--- config.mk ---
export PLATFORM = sky130hd
export DESIGN_NAME = lfsr_key_step_flat
export DESIGN_NICKNAME = d
export VERILOG_FILES = /design/src/rtl/lfsr_key_step_if.sv /design/src/rtl/lfsr_key_step.sv /design/src/flat_wrapper.sv
export SDC_FILE = /design/constraint.sdc
export NUM_CORES = 1
export LEC_CHECK = 0
export CORE_ASPECT_RATIO = 1.1
export CORE_MARGIN = 2
export CORE_UTILIZATION = 64
export DETAILED_ROUTE_END_ITERATION = 8
export PLACE_DENSITY = 0.95
export SLEW_MARGIN = 30
export SYNTH_ARGS = -nofsm -noshare
export SYNTH_HDL_FRONTEND = slang
export SYNTH_SLANG_ARGS = --single-unit
--- constraint.sdc ---
create_clock -name clk -period 6.27 [get_ports clk]
set_input_delay 0.627 -clock clk [delete_from_list [all_inputs] [get_ports clk]]
set_output_delay 0.627 -clock clk [all_outputs]
set_load 0.02 [all_outputs]
--- src/rtl/lfsr_key_step_if.sv ---
// ----------------------------------------------------------------------------
// lfsr_key_step_if
//   Groups the button, control and LFSR output signals of lfsr_key_step.
//   master : drives key_n/auto_en/load/seed, observes q/step_pulse
//   slave  : the lfsr_key_step block itself
// Ports (signals):
//   key_n      raw active-low push button, asynchronous to clk
//   auto_en    auto-repeat enable while the button is held
//   load       synchronous seed load strobe
//   seed[7:0]  value loaded on load (zero is replaced by 8'h01)
//   q[7:0]     current LFSR state
//   step_pulse one-cycle flag marking the cycle q took a stepped value
// ----------------------------------------------------------------------------
interface lfsr_key_step_if;
    logic       key_n;
    logic       auto_en;
    logic       load;
    logic [7:0] seed;
    logic [7:0] q;
    logic       step_pulse;

    modport master (
        output key_n, auto_en, load, seed,
        input  q, step_pulse
    );

    modport slave (
        input  key_n, auto_en, load, seed,
        output q, step_pulse
    );
endinterface

--- src/rtl/lfsr_key_step.sv ---
// ----------------------------------------------------------------------------
// lfsr_key_step
//   Debounces a raw active-low push button and advances an 8-bit Fibonacci
//   LFSR (taps 8,6,5,4 -> fb = q[4]^q[3]^q[2]^q[0], shift right) exactly once
//   per accepted press, with optional auto-repeat while held and a
//   synchronous seed load. q drives two hex seven-segment decoders directly.
// Ports:
//   clk   system clock, rising edge
//   rst   asynchronous active-low reset
//   bus   lfsr_key_step_if.slave : key_n, auto_en, load, seed in; q, step_pulse out
// Parameters:
//   DEB_CNT  cycles the synchronized key must be stable to accept press/release
//   REP_CNT  cycles between auto-repeat steps while held
//   CNT_W    counter width, must hold max(DEB_CNT, REP_CNT)-1
//   SEED     reset value of q, non-zero
// ----------------------------------------------------------------------------
module lfsr_key_step #(
    parameter int unsigned DEB_CNT = 1000000,
    parameter int unsigned REP_CNT = 25000000,
    parameter int unsigned CNT_W   = 25,
    parameter logic [7:0]  SEED    = 8'h01
) (
    input  logic                 clk,
    input  logic                 rst,
    lfsr_key_step_if.slave       bus
);

    typedef enum logic [1:0] {
        IDLE,
        PRESS_WAIT,
        HELD,
        RELEASE_WAIT
    } state_t;

    localparam logic [CNT_W-1:0] DEB_LAST = CNT_W'(DEB_CNT - 1);
    localparam logic [CNT_W-1:0] REP_LAST = CNT_W'(REP_CNT - 1);

    state_t           state;
    logic [CNT_W-1:0] cnt;        // debounce counter (PRESS_WAIT / RELEASE_WAIT)
    logic [CNT_W-1:0] rep_cnt;    // auto-repeat counter (HELD)
    logic [1:0]       key_sync;   // [0] first flop, [1] second flop; 1 = released
    logic [7:0]       q_r;
    logic             pulse_r;

    logic             pressed;
    logic             deb_done;
    logic             rep_done;
    logic             step_due;
    logic [7:0]       lfsr_next;
    logic [7:0]       seed_fix;

    assign bus.q          = q_r;
    assign bus.step_pulse = pulse_r;

    always_comb begin
        pressed   = ~key_sync[1];
        deb_done  = (cnt == DEB_LAST);
        rep_done  = (rep_cnt == REP_LAST);
        // A step is due either at debounce expiry of a press or when the
        // repeat interval elapses while held with auto-repeat enabled.
        step_due  = pressed &&
                    (((state == PRESS_WAIT) && deb_done) ||
                     ((state == HELD) && bus.auto_en && rep_done));
        lfsr_next = {q_r[4] ^ q_r[3] ^ q_r[2] ^ q_r[0], q_r[7:1]};
        // All-zero is the LFSR lock-up state; never let a load put us there.
        seed_fix  = (bus.seed == 8'h00) ? 8'h01 : bus.seed;
    end

    always_ff @(posedge clk or negedge rst) begin
        if (!rst) begin
            state    <= IDLE;
            cnt      <= '0;
            rep_cnt  <= '0;
            key_sync <= 2'b11;
            q_r      <= SEED;
            pulse_r  <= 1'b0;
        end else begin
            key_sync <= {key_sync[0], bus.key_n};

            case (state)
                IDLE: begin
                    if (pressed) begin
                        state <= PRESS_WAIT;
                        cnt   <= '0;
                    end
                end
                PRESS_WAIT: begin
                    if (!pressed) begin
                        state <= IDLE;            // glitch, no step
                    end else if (deb_done) begin
                        state   <= HELD;
                        rep_cnt <= '0;
                    end else begin
                        cnt <= cnt + 1'b1;
                    end
                end
                HELD: begin
                    if (!pressed) begin
                        state   <= RELEASE_WAIT;
                        cnt     <= '0;
                        rep_cnt <= '0;
                    end else if (bus.auto_en) begin
                        rep_cnt <= rep_done ? '0 : rep_cnt + 1'b1;
                    end else begin
                        rep_cnt <= '0;
                    end
                end
                RELEASE_WAIT: begin
                    if (pressed) begin
                        state   <= HELD;          // bounce on release, no step
                        rep_cnt <= '0;
                    end else if (deb_done) begin
                        state <= IDLE;
                    end else begin
                        cnt <= cnt + 1'b1;
                    end
                end
                default: begin
                    state <= IDLE;
                    cnt   <= '0;
                end
            endcase

            // Load wins over a coincident step; that step is dropped.
            if (bus.load) begin
                q_r     <= seed_fix;
                pulse_r <= 1'b0;
            end else if (step_due) begin
                q_r     <= lfsr_next;
                pulse_r <= 1'b1;
            end else begin
                pulse_r <= 1'b0;
            end
        end
    end

endmodule
--- src/flat_wrapper.sv ---
// flat-port wrapper written by rule: the top's interface ports become plain ports
module lfsr_key_step_flat 
#(
    parameter int unsigned DEB_CNT = 1000000,
    parameter int unsigned REP_CNT = 25000000,
    parameter int unsigned CNT_W   = 25,
    parameter logic [7:0]  SEED    = 8'h01
)
  (clk, rst, bus_key_n, bus_auto_en, bus_load, bus_seed, bus_q, bus_step_pulse);
  lfsr_key_step_if bus_i ();
  input  logic clk;
  input  logic rst;
  input wire logic [$bits(bus_i.key_n)-1:0] bus_key_n;
  input wire logic [$bits(bus_i.auto_en)-1:0] bus_auto_en;
  input wire logic [$bits(bus_i.load)-1:0] bus_load;
  input wire logic [$bits(bus_i.seed)-1:0] bus_seed;
  output wire logic [$bits(bus_i.q)-1:0] bus_q;
  output wire logic [$bits(bus_i.step_pulse)-1:0] bus_step_pulse;
  assign bus_i.key_n = bus_key_n;
  assign bus_i.auto_en = bus_auto_en;
  assign bus_i.load = bus_load;
  assign bus_i.seed = bus_seed;
  assign bus_q = bus_i.q;
  assign bus_step_pulse = bus_i.step_pulse;
  lfsr_key_step #(.DEB_CNT(DEB_CNT), .REP_CNT(REP_CNT), .CNT_W(CNT_W), .SEED(SEED)) u_core (.clk(clk), .rst(rst), .bus(bus_i));
endmodule
==> impl_results.md <==
* HP Class: reg2reg
* Min Tclk post-route at ~2.8 ns
* Initial DRC Count at ~260
* Tcrit/Tclk final at 0.443
* IO Count at 22
* Clock transition at path regs at roughly 0.07 ns
* Register area share after synthesis at 0.453
* Row Count at 28
* Seq. cell area at roughly 1600 um^2
* Total CTS buffers at 9
* CTS tree: yes
* Fin Setup TNS at 0 ns
* Multi-input logic area at between 1500 and 2000 um^2
* Postcts setup bufs at 0
* WL final at ~8300 um
* Mapped Area at 3490 um^2
* Total number of vias at a little over 3000
* Die height at ~81 um
* Top post-synthesis cells by count: dfrtp_1 (60), a21oi_1 (30), nand2_1 (27), nor2_1 (26), o21ai_0 (23)
* Largest net degree at the start of global routing at 64
* Top-area cell type share of the netlist area at 0.431
* Reg2reg setup slack at 3.49 ns
* R2r worst-path depth at 5
* Critical Path Source: u_core.rep_cnt[9]
* R2r startpoint: u_core.rep_cnt[9]
* CP Class: reg2reg
* Layout area overhead at 12.0%
* Max-cap violations at 0
* Worst Skew at 0.0129 ns
* Share of cells above drive strength 1 at 0.0990
* CTS resizes at 0
* Area leader, netlist: dfrtp_1
* Leak pwr at about 1.6 nW
* Status: completed
* Post-synth EDFFs at 0
* Data required, critical path at roughly 6.5 ns
* Critical path endpoint: u_core.rep_cnt[14]
* Core ar. at approximately 5300 um^2
* R2r endpoint: u_core.rep_cnt[14]
* Worst-Margin Slew at approximately 0.96 ns
* Cell variety after synth at between 50 and 60
* Fill cells at between 300 and 400
* Worst VDD drop at 182 uV
* CP Max Fanout at 26
* Ys Warns at 0
* Total GRT Usage at 0.288
* Vias in the first global route at about 2800
* Clock tree buffer depth at 2
* Max Fclk at ~360 MHz
* 1st-pass router iterations at 5
* Global-route wire length before repair at 13200 um
* Wirelength per Cell at 17.6 um
* CTS Root Cell: clkbuf_8
* H-Tree Depth at 3
* Layout Nets at between 400 and 500
* Worst Hold Depth at 0
* Clk Latency, worst-skew pair at around 0.35 ns
* Routability Congestion at ~0.88
* Count leader, synth: dfrtp_1
* Worst setup SP type: flip-flop
* Final setup fails at 0
* DRC viols at 0
* Ys flop type: dfrtp_1
* Antenna violations before repair at 0
* Crit path DAT at about 3.0 ns
* Synth Net Count at between 300 and 400
* Hold Path Origin: u_core.key_sync[0]
* Final slew viol count at 0
* ANT cells at 0
* Die Area at slightly above 6000 um^2
* Num Clock Sinks at 63
* Post-synth ARST share at 1.00
* Design Area, Final at between 3000 and 4000 um^2
* Max_slew headroom at 0.363
* FF+latch count, synth at 63
* Post-synthesis area per instance at between 9 and 10 um^2
* Crit path capture type: flip-flop
* Power consumption at 0.000807 W
* RSZ-0062 raised after global routing: no
* Number of nets with antenna violations after routing at 0
* PortBufs at 21
* Top post-synthesis cells by area: dfrtp_1 (43%), a21oi_1 (4.3%), xor2_1 (4.3%), o21ai_0 (3.3%), nand4_1 (3.0%)
* Final Hold Viols at 0
* PD cells at between 200 and 250 nW/um^2
* Hold slack at about 0.36 ns
* DP Wirelength at 5280 um
* Post-DP Area at 3730 um^2
* Synth Instances at between 300 and 400
* Grt total ovfl at 0
* DR vias/cell at 6.58
* CTS Hold Bufs at 0
* Starting density of the core at 0.655
* Die extent in x at 74.4 um
==> logic make-up (layout without fill, tap and decap cells) <==
| logic type | after synthesis | count (layout) | synth area share |
|---|---|---|---|
| buffers and inverters | 22 | 47 | 0.0326 |
| flip-flops | 63 | 63 | 0.453 |
| multiplexers | 9 | 9 | 0.0269 |
| AO/OA/AOI/OAI | 94 | 94 | 0.173 |
| AND/OR/NAND/NOR | 158 | 158 | 0.254 |
| XOR/XNOR | 21 | 21 | 0.0527 |
| adder cells (fa/ha/maj) | 2 | 2 | 0.00718 |
==> flip-flops by register name (all words and copies together) (netlist names), named ones only <==
| name | count |
|---|---|
| u_core.key_sync | 2 |
| u_core.bus.step_pulse | 1 |
| u_core.cnt | 25 |
| u_core.state | 1 |
| u_core.rep_cnt | 25 |
| u_core.bus.q | 8 |
==> cells in the final DEF (no fill, tap or decap), types with 5 or more instances in the layout <==
cell type	instances
and4_1	6
nand4_1	17
o21ai_0	23
clkbuf_8	11
xor2_1	17
clkdlybuf4s50_1	20
and3_1	8
nor2b_1	7
dfrtp_1	60
a21oi_1	30
inv_1	6
nand3_1	19
nor2_1	25
or3_2	5
nor4_1	5
a31oi_1	14
nor3_1	6
mux2i_1	6
or3_1	6
and2_1	5
nand2_1	27
==> how the worst min path moves through the flow <==
stage	to
after CTS	u_core.key_sync[1]
after global placement	u_core.key_sync[1]
after detailed placement	u_core.key_sync[1]
after floorplan	asynchronous set/reset pin
final	u_core.key_sync[1]
after global routing	u_core.key_sync[1]
==> worst max-delay path: stages, from the launching register on <==
cell and delay, ns:
dfrtp_1 0.43, or4b_1 0.56, or4_4 0.61, o31a_1 0.63
a21o_1 0.28, a21o_1 0.17
==> metrics by stage <==
step / utilization / cells / setup WS (ns)
2_1_floorplan: - / 369 / 3.87
3_3_place_gp: 0.699 / 453 / 3.60
3_5_place_dp: 0.700 / 453 / 3.57
4_1_cts: 0.734 / 469 / 3.53
5_1_grt: 0.734 / 469 / 3.36
6_report: 0.734 / 469 / 3.49
==> final cells by class <==
| cell class | instances | area share |
|---|---|---|
| well taps | 75 | 0.0240 |
| repair buffers | 24 | 0.0583 |
| clock buffers | 13 | 0.0407 |
| clock inverters | 3 | 0.00480 |
| flip-flops and latches | 63 | 0.405 |
| inverters | 7 | 0.00673 |
| multi-input cells | 284 | 0.461 |
==> report_power, final <==
part	switching, W	leakage (nW)	internal, W
registers	0.0000110	0.842	0.000416
clock network	0.000156	0.0934	0.000165
logic	0.0000341	0.631	0.0000255
total	0.000201	1.57	0.000606
==> per-layer routing <==
metal / GRT usage / wire (um) / vias to the layer above
met3: 0.0442 / 538 / 19
met5: 0 / 0 / -
met2: 0.476 / 4210 / 161
li1: - / - / 1416
met4: 0.139 / 185 / 0
met1: 0.370 / 3340 / 1488
Power figures use the tool's default switching activity.
